==> src/rtl/vga_glyph_capture_if.sv <==
// Pixel stream bundle shared by the VGA pipeline stages.
// Taps that only observe the stream connect through the snk modport.
interface vga_bus;
   logic [10:0] hcount;
   logic [10:0] vcount;
   logic        hblnk;
   logic        vblnk;
   logic [11:0] rgb;

   modport src (output hcount, vcount, hblnk, vblnk, rgb);
   modport snk (input  hcount, vcount, hblnk, vblnk, rgb);
endinterface

==> src/rtl/vga_glyph_capture.sv <==
// Passive vga_bus tap: captures a 16x16 window of one whole frame as a 1-bit glyph
// (font-ROM row format, bit 15 = leftmost pixel) and drains the rows over valid/ready.
module vga_glyph_capture #(
   parameter int          RECT_CHAR_X = 504,
   parameter int          RECT_CHAR_Y = 376,
   parameter logic [11:0] MATCH_COLOR = 12'hfff
) (
   input  logic        clk,
   input  logic        rst,
   input  logic        capture_req,
   vga_bus.snk         bus_in,
   output logic [15:0] row_data,
   output logic [3:0]  row_idx,
   output logic        row_valid,
   input  logic        row_ready,
   output logic        busy,
   output logic        done
);
   localparam logic [10:0] X_LO = 11'(RECT_CHAR_X);
   localparam logic [10:0] X_HI = 11'(RECT_CHAR_X + 15);
   localparam logic [10:0] Y_LO = 11'(RECT_CHAR_Y);
   localparam logic [10:0] Y_HI = 11'(RECT_CHAR_Y + 15);

   typedef enum logic [1:0] {
      IDLE       = 2'd0,
      WAIT_FRAME = 2'd1,
      CAPTURE    = 2'd2,
      DRAIN      = 2'd3
   } state_t;

   state_t      state_reg;
   logic [15:0] line_reg;
   logic [15:0] buffer_reg [16];

   logic        in_x;
   logic        in_y;
   logic        pix_bit;
   logic        row_wr;
   logic [3:0]  wr_row;
   logic [15:0] line_next;

   // Window test at full counter width so no alias of the window ever matches.
   assign in_x      = (bus_in.hcount >= X_LO) && (bus_in.hcount <= X_HI);
   assign in_y      = (bus_in.vcount >= Y_LO) && (bus_in.vcount <= Y_HI);
   assign pix_bit   = (bus_in.rgb == MATCH_COLOR) && !bus_in.hblnk && !bus_in.vblnk;
   assign line_next = {line_reg[14:0], pix_bit};
   assign wr_row    = bus_in.vcount[3:0] - Y_LO[3:0];
   assign row_wr    = (state_reg == CAPTURE) && in_y && (bus_in.hcount == X_HI);

   always_ff @(posedge clk) begin
      if (rst) begin
         for (int i = 0; i < 16; i++) begin
            buffer_reg[i] <= '0;
         end
      end else if (row_wr) begin
         buffer_reg[wr_row] <= line_next;
      end
   end

   always_ff @(posedge clk) begin
      if (rst) begin
         state_reg <= IDLE;
         line_reg  <= '0;
         row_data  <= '0;
         row_idx   <= '0;
         row_valid <= 1'b0;
         busy      <= 1'b0;
         done      <= 1'b0;
      end else begin
         done <= 1'b0;
         case (state_reg)
            IDLE: begin
               // A request landing on the done cycle is dropped on purpose.
               if (capture_req && !done) begin
                  state_reg <= WAIT_FRAME;
                  busy      <= 1'b1;
               end
            end
            WAIT_FRAME: begin
               if (bus_in.hcount == '0 && bus_in.vcount == '0) begin
                  state_reg <= CAPTURE;
                  line_reg  <= '0;
               end
            end
            CAPTURE: begin
               if (in_x && in_y) begin
                  line_reg <= line_next;
               end
               if (row_wr && wr_row == 4'd15) begin
                  state_reg <= DRAIN;
               end
            end
            DRAIN: begin
               if (!row_valid) begin
                  row_data  <= buffer_reg[row_idx];
                  row_valid <= 1'b1;
               end else if (row_ready) begin
                  if (row_idx == 4'd15) begin
                     row_valid <= 1'b0;
                     row_idx   <= '0;
                     done      <= 1'b1;
                     busy      <= 1'b0;
                     state_reg <= IDLE;
                  end else begin
                     row_idx  <= row_idx + 4'd1;
                     row_data <= buffer_reg[row_idx + 4'd1];
                  end
               end
            end
            default: state_reg <= IDLE;
         endcase
      end
   end
endmodule
==> src/flat_wrapper.sv <==
// flat-port wrapper written by rule: the top's interface ports become plain ports
module vga_glyph_capture_flat 
#(
   parameter int          RECT_CHAR_X = 504,
   parameter int          RECT_CHAR_Y = 376,
   parameter logic [11:0] MATCH_COLOR = 12'hfff
)
  (clk, rst, capture_req, row_data, row_idx, row_valid, row_ready, busy, done, bus_in_hcount, bus_in_vcount, bus_in_hblnk, bus_in_vblnk, bus_in_rgb);
  vga_bus bus_in_i ();
  input  logic clk;
  input  logic rst;
  input  logic capture_req;
  output logic [15:0] row_data;
  output logic [3:0] row_idx;
  output logic row_valid;
  input  logic row_ready;
  output logic busy;
  output logic done;
  input wire logic [$bits(bus_in_i.hcount)-1:0] bus_in_hcount;
  input wire logic [$bits(bus_in_i.vcount)-1:0] bus_in_vcount;
  input wire logic [$bits(bus_in_i.hblnk)-1:0] bus_in_hblnk;
  input wire logic [$bits(bus_in_i.vblnk)-1:0] bus_in_vblnk;
  input wire logic [$bits(bus_in_i.rgb)-1:0] bus_in_rgb;
  assign bus_in_i.hcount = bus_in_hcount;
  assign bus_in_i.vcount = bus_in_vcount;
  assign bus_in_i.hblnk = bus_in_hblnk;
  assign bus_in_i.vblnk = bus_in_vblnk;
  assign bus_in_i.rgb = bus_in_rgb;
  vga_glyph_capture #(.RECT_CHAR_X(RECT_CHAR_X), .RECT_CHAR_Y(RECT_CHAR_Y), .MATCH_COLOR(MATCH_COLOR)) u_core (.clk(clk), .rst(rst), .capture_req(capture_req), .bus_in(bus_in_i), .row_data(row_data), .row_idx(row_idx), .row_valid(row_valid), .row_ready(row_ready), .busy(busy), .done(done));
endmodule
==> config.mk <==
export PLATFORM = sky130hd
export DESIGN_NAME = vga_glyph_capture_flat
export DESIGN_NICKNAME = d
export VERILOG_FILES = /design/src/rtl/vga_glyph_capture_if.sv /design/src/rtl/vga_glyph_capture.sv /design/src/flat_wrapper.sv
export SDC_FILE = /design/constraint.sdc
export NUM_CORES = 1
export LEC_CHECK = 0
export CAP_MARGIN = 20
export CORE_MARGIN = 10
export CORE_UTILIZATION = 50
export DETAILED_ROUTE_END_ITERATION = 8
export GPL_ROUTABILITY_DRIVEN = 0
export PLACE_DENSITY = 0.79
export SKIP_LAST_GASP = 1
export SYNTH_ARGS = -nofsm -noshare
export SYNTH_HDL_FRONTEND = slang
export SYNTH_SLANG_ARGS = --single-unit
==> constraint.sdc <==
create_clock -name clk -period 6.5 [get_ports clk]
set_clock_uncertainty 0.2 [all_clocks]
set_input_delay 0.975 -clock clk [delete_from_list [all_inputs] [get_ports clk]]
set_output_delay 0.975 -clock clk [all_outputs]
set_load 0.01 [all_outputs]
==> results.yml, run 1 <==
final_layout:
  syn2layout_area_growth_pct: 14.1
  post-route-util_pct: 58.0
  final_layout_size_suffix_gt1_share_pct: 15.9
  mostFrequentLayoutCell: "sky130_fd_sc_hd__nor2_1"
  final_nets: 1275
  final_design_area_no_fill_um2: 17300
  final_cell_mix: "sky130_fd_sc_hd__nor2_1 (283), sky130_fd_sc_hd__edfxtp_1 (256), sky130_fd_sc_hd__nand2_1 (120)"
  number_of_flip_flops_in_the_largest_register: 256
  antenna_cells: 0
  number_of_fillers_in_the_final_layout: 2338
route:
  vias_per_cell: 6.59
  final_antenna_net_count: 0
  drt_first_pass_iters: 7
  wirelength_mm: 43.5
  vias: 10800
  drt-initial-drc-count: 1506
  final_routed_drc_violation_total: 0
  wl_per_cell_um: 26.4
setup_path:
  cpLargestDelayFamily: "simple AND/OR/NAND/NOR gates"
  crit_arrival_ps: 3970
  worstRegToRegCells: 6
  worst_setup_path_endpoint: "u_core.buffer_reg[11][13]"
  timing.rr.start: "u_core.row_idx[0]"
  timing.setup.critical_path_class: "input pin to register"
  cp_max_stage_cell: "sky130_fd_sc_hd__o21bai_2"
  worst-r2r-setup-slack_ps: 2450
  crit_cells: 6
  worstReg2RegEnd: "u_core.row_data[10]"
  cp.buffers_inverters: 1
  critical_path_required_ps: 6410
  timing.critical_path.to_type: "register"
  cp-startpoint: "bus_in_vcount[8]"
  maximum_fanout_along_the_worst_path: 22
  setup.worst_path.start_class: "input pin"
  worstPathCellList: "clkdlybuf4s50_1 -> nor4b_1 -> nand4_1 -> nor3_2 -> nand3_2 -> o21bai_2"
  slowest_delay_ps: 1080
synth:
  syn-num-nets: 1241
  area_share_of_and_or_nand_nor_cells_after_synthesis_pct: 12.9
  yosys.cell_types.count: 48
  top_flip_flop_cell_by_instance_count_after_synthesis: "sky130_fd_sc_hd__edfxtp_1"
  synth.avg_cell_area_um2: 12.7
  post_synth_mux_area_share_pct: 20.7
  synth-edff-count: 256
  post_synth_xor_area_fraction_pct: 0.281
  post_synthesis_instance_area_um2: 15100
  synthesis.instances: 1196
  synth-compound-area-share_pct: 6.22
  asyncSetResetFlopFracSynth_pct: 0
  yosys_reg_bits: 300
  yosysWarningCount: 0
  synthAdderAreaFrac_pct: 0.413
  main_combinational_cell_family_by_area_after_synthesis: "multiplexers"
  seq_area_frac_synth_pct: 56.6
die:
  die_height_um: 194
  core_region_area_um2: 29800
  num_rows: 63
  floorplan.initialDensity_pct: 50.8
  io_pins: 63
  die_area_um2: 37600
  die_width_um: 194
placed_design:
  io_buffers: 62
  post_dp_cell_area_um2: 16100
  place_hpwl_mm: 26.7
  placement.setup.worst_slack_ps: 1950
pwr:
  p_per_area_nw_per_um2: 263
  total_leakage_power_nw: 5.09
  vdd_drop_max_uv: 177
  totalPowerFinal_mw: 4.55
cts:
  worstSkewPairLatency_ps: 500
  numCtsBuffers: 34
  cts_repair_resize_count: 0
  clkSinkCount: 300
  clock_h_tree_levels: 2
  max-clock-path-buffers: 3
  cts.reportedPaths.clkPinSlew_ps: 60
  hold_buffers: 0
  cts_setup_buffers: 0
  tritoncts: "yes"
  cts.root.buffer_cell: "sky130_fd_sc_hd__clkbuf_16"
worst_hold_path:
  hp-class: "register to register"
sta:
  timing.final.setup_violations: 0
  tightestPinTransition_ps: 1130
  final-hold-violation-count: 0
  setup_total_negative_slack_ps: 0
  max_slew_margin_pct: 24.7
  maxSlewViolCount: 0
  rsz_0062_raised_after_global_routing: "no"
  finalCritPeriodShare_pct: 62.5
  final_period_minus_worst_setup_slack_ps: 4060
  timing.final.ws_setup_ps: 2440
  timing.fmax_mhz: 246
global_route:
  globalRoute.totalOverflow: 0
  first_pass_grt_wire_length_mm: 65.1
  grtUsageTotal_pct: 22.3
  antenna_violations_before_repair: 0
  vias_in_the_first_global_route: 11000
  grt_max_degree: 69
run:
  number_of_maximum_capacitance_constraint_violations: 0
outcome:
  outcome: "finished, final reports clean"
-- metrics by stage --
step / std cells / hold WS [ps]
CTS: 1642 / 275
finish: 1646 / 271
global route: 1646 / 289
floorplan: 1196 / 285
detailed placement: 1580 / 262
global placement: 1580 / 251
-- cell families after synthesis --
logic type	after synthesis
buffers and inverters	100
multiplexers	193
flip-flops	300
AND/OR/NAND/NOR	469
XOR/XNOR	4
adder cells (fa/ha/maj)	5
AO/OA/AOI/OAI	125
-- cell usage after synthesis (2+ instances only) --
cell type                  instances  area share (%)
sky130_fd_sc_hd__nor2_1          284             7.0
sky130_fd_sc_hd__edfxtp_1        256              51
sky130_fd_sc_hd__nand2_1         121             3.0
sky130_fd_sc_hd__mux2i_1          97             6.4
sky130_fd_sc_hd__mux4_2           96              14
sky130_fd_sc_hd__clkbuf_1         48             1.2
sky130_fd_sc_hd__dfxtp_1          44             5.8
sky130_fd_sc_hd__a22oi_1          34             1.7
sky130_fd_sc_hd__buf_2            34             1.1
sky130_fd_sc_hd__nand2b_1         19            0.79
sky130_fd_sc_hd__a21oi_1          17            0.56
sky130_fd_sc_hd__a32o_1           16             1.1
sky130_fd_sc_hd__a32oi_1          16            0.93
sky130_fd_sc_hd__o22ai_1          16            0.66
sky130_fd_sc_hd__o21bai_1         15            0.74
sky130_fd_sc_hd__nand3_1           7            0.23
sky130_fd_sc_hd__buf_1             6            0.15
sky130_fd_sc_hd__inv_1             6            0.15
sky130_fd_sc_hd__nand4_1           6            0.25
sky130_fd_sc_hd__buf_4             5            0.25
sky130_fd_sc_hd__ha_1              5            0.41
sky130_fd_sc_hd__nor2b_1           5            0.21
sky130_fd_sc_hd__nor3_1            5            0.17
sky130_fd_sc_hd__a211oi_1          4            0.20
sky130_fd_sc_hd__and2_1            3            0.12
sky130_fd_sc_hd__nor4_1            3            0.12
sky130_fd_sc_hd__nand3b_1          2           0.099
sky130_fd_sc_hd__nand4b_1          2            0.12
sky130_fd_sc_hd__o21ai_0           2           0.066
sky130_fd_sc_hd__or2_2             2           0.083
sky130_fd_sc_hd__or3_1             2           0.083
sky130_fd_sc_hd__xor2_1            2            0.12
-- routing by layer --
layer / up-vias / routed length [um] / GRT usage (%)
met1: 5286 / 14800 / 26.9
met4: 0 / 2520 / 12.7
met3: 173 / 5470 / 5.95
met5: - / 0 / 0
met2: 819 / 20700 / 35.7
li1: 4562 / - / -
-- power by group --
group	leakage, nW	internal (mW)	switching, mW
logic	1.74	0.182	0.220
clock network	0.537	1.14	0.757
registers	2.81	2.18	0.0632
-- how the worst min path moves through the flow --
stage                           to  depth (start not counted)                 from
3_5_place_dp    u_core.row_data[8]                          1   u_core.row_data[8]
3_3_place_gp    u_core.row_data[6]                          1   u_core.row_data[6]
6_report        u_core.row_data[8]                          1   u_core.row_data[8]
5_1_grt         u_core.row_data[8]                          1   u_core.row_data[8]
2_1_floorplan  u_core.state_reg[1]                          2  u_core.state_reg[1]
4_1_cts         u_core.row_data[8]                          1   u_core.row_data[8]
-- area by class of cell --
| class | instances | area [um^2] | area share (%) |
|---|---|---|---|
| Sequential cell | 300 | 8580 | 49.6 |
| Multi-Input combinational cell | 796 | 6200 | 35.9 |
| Clock buffer | 47 | 983 | 5.69 |
| Timing Repair Buffer | 92 | 872 | 5.05 |
| Tap cell | 390 | 488 | 2.82 |
| Clock inverter | 15 | 138 | 0.797 |
| Inverter | 6 | 22.5 | 0.130 |
Note: power is estimated with default switching activity, not from simulation.
==> run 2, diff against run 1 <==
- PLACE_DENSITY: 0.79 -> 0.81
- clock period: 6.5 -> 3.3 ns (I/O delays scaled with it)
==> results.yml, run 2 (synthesis results as in run 1) <==
final_layout:
  antenna_cells: 0
  number_of_flip_flops_in_the_largest_register: 256
  mostFrequentLayoutCell: "sky130_fd_sc_hd__nor2_1"
  syn2layout_area_growth_pct: 16.1
  ff_latch_area_um2: 8580
  post-route-util_pct: 59.0
  final_design_area_no_fill_um2: 17600
  final_cell_mix: "sky130_fd_sc_hd__nor2_1 (284), sky130_fd_sc_hd__edfxtp_1 (256), sky130_fd_sc_hd__nand2_1 (120)"
  final_nets: 1299
  final_layout_size_suffix_gt1_share_pct: 17.7
  number_of_fillers_in_the_final_layout: 2280
  multi_input_comb_area_um2: 6210
die:
  die_area_um2: 37600
  die_width_um: 194
  core_region_area_um2: 29800
  floorplan.initialDensity_pct: 50.8
  io_pins: 63
  die_height_um: 194
  num_rows: 63
route:
  wirelength_mm: 44.0
  drt_first_pass_iters: 6
  vias_per_cell: 6.52
  wl_per_cell_um: 26.4
  drt-initial-drc-count: 1489
  vias: 10900
  final_routed_drc_violation_total: 0
  final_antenna_net_count: 0
global_route:
  antenna_violations_before_repair: 0
  first_pass_grt_wire_length_mm: 66.6
  grtUsageTotal_pct: 22.6
  grt_max_degree: 57
  vias_in_the_first_global_route: 11300
  globalRoute.totalOverflow: 0
pwr:
  power.clock.fraction_pct: 39.7
  totalPowerFinal_mw: 8.74
  total_leakage_power_nw: 5.25
  power.share.combinational_pct: 9.9
  p_int_mw: 6.71
  switching_pwr_mw: 2.04
  p_per_area_nw_per_um2: 497
  switching_share_pct: 23.3
  vdd_drop_max_uv: 583
  seq_power_share_pct: 50.4
setup_path:
  cp.buffers_inverters: 1
  cp_max_stage_cell: "sky130_fd_sc_hd__mux4_2"
  crit_arrival_ps: 2960
  worstPathCellList: "ha_4 -> buf_4 -> mux4_2 -> mux2i_1 -> a32oi_1 -> a32o_1"
  timing.setup.critical_path_class: "register to register"
  worstRegToRegCells: 6
  worstReg2RegEnd: "u_core.row_data[1]"
  critical_path_required_ps: 3550
  worst_setup_path_endpoint: "u_core.row_data[1]"
  slowest_delay_ps: 610
  maximum_fanout_along_the_worst_path: 19
  worst-r2r-setup-slack_ps: 590
  timing.rr.start: "u_core.row_idx[0]"
  crit_cells: 6
  cp-startpoint: "u_core.row_idx[0]"
  timing.critical_path.to_type: "register"
  setup.worst_path.start_class: "register"
  cpLargestDelayFamily: "multiplexers"
placed_design:
  place_hpwl_mm: 27.9
  io_buffers: 62
  post_dp_cell_area_um2: 16600
sta:
  timing.final.setup_violations: 0
  final-hold-violation-count: 0
  timing.hold.ws_ps: 270
  tightestPinTransition_ps: 985
  finalCritPeriodShare_pct: 82.1
  timing.fmax_mhz: 369
  setup_total_negative_slack_ps: 0
  rsz_0062_raised_after_global_routing: "no"
  final_period_minus_worst_setup_slack_ps: 2710
  maxSlewViolCount: 0
  max_slew_margin_pct: 34.3
cts:
  clock_h_tree_levels: 1
  cts_setup_buffers: 0
  numCtsBuffers: 31
  max-clock-path-buffers: 3
  tritoncts: "yes"
  hold_buffers: 0
  cts.root.buffer_cell: "sky130_fd_sc_hd__clkbuf_16"
  cts.reportedPaths.clkPinSlew_ps: 60
  clkSinkCount: 300
  worstSkewPairLatency_ps: 560
  cts_repair_resize_count: 0
outcome:
  outcome: "finished, final reports clean"
run:
  number_of_maximum_capacitance_constraint_violations: 0
worst_hold_path:
  hp-class: "register to register"
## run 2: changes by cell type in the layout (fill, tap and decap cells not counted), sizes merged
cell / before / now
bufinv: 2 / 3
buf: 30 / 57
clkbuf: 47 / 41
clkinvlp: 3 / 4
inv: 7 / 6
## run 2: worst min-delay path by stage
stage / endpoint / cells past startpoint / from / slack, ps
after floorplan: u_core.state_reg[1] / 2 / u_core.state_reg[1] / 290
after global placement: u_core.row_data[6] / 1 / u_core.row_data[6] / 250
after detailed placement: u_core.row_data[6] / 1 / u_core.row_data[6] / 260
after CTS: u_core.row_data[6] / 1 / u_core.row_data[6] / 270
after global routing: u_core.row_data[6] / 1 / u_core.row_data[6] / 300
final: u_core.row_data[6] / 1 / u_core.row_data[6] / 270
## run 2: final cells by class
cell class / instances / share of cell area (%)
clock buffers: 41 / 4.80
clock inverters: 16 / 0.911
inverters: 6 / 0.128
multi-input cells: 796 / 35.3
flip-flops and latches: 300 / 48.8
well taps: 390 / 2.78
repair buffers: 119 / 7.27
## run 2: stage by stage
| step | setup slack, ps | std cells |
|---|---|---|
| floorplan | 353 | 1196 |
| global placement | 255 | 1610 |
| detailed placement | 158 | 1611 |
| CTS | 583 | 1668 |
| global route | 486 | 1668 |
| finish | 590 | 1668 |
## run 2: per-layer routing
| metal | up-vias | track usage (%) | part of all wire, % |
|---|---|---|---|
| met2 | 779 | 37.6 | 49 |
| met3 | 127 | 4.06 | 11 |
| met5 | - | 0 | 0 |
| met1 | 5352 | 27.8 | 35 |
| li1 | 4613 | - | - |
| met4 | 0 | 11.3 | 4.9 |
## run 2: power by group through the flow
stage               sequential (mW)  clock, mW  combinational (mW)
floorplan                      4.44          0               0.514
global placement               4.46          0               0.824
detailed placement             4.48          0               0.854
global route                   4.42       3.66               0.912
finish                         4.41       3.47               0.865
CTS                            4.40       3.48               0.859
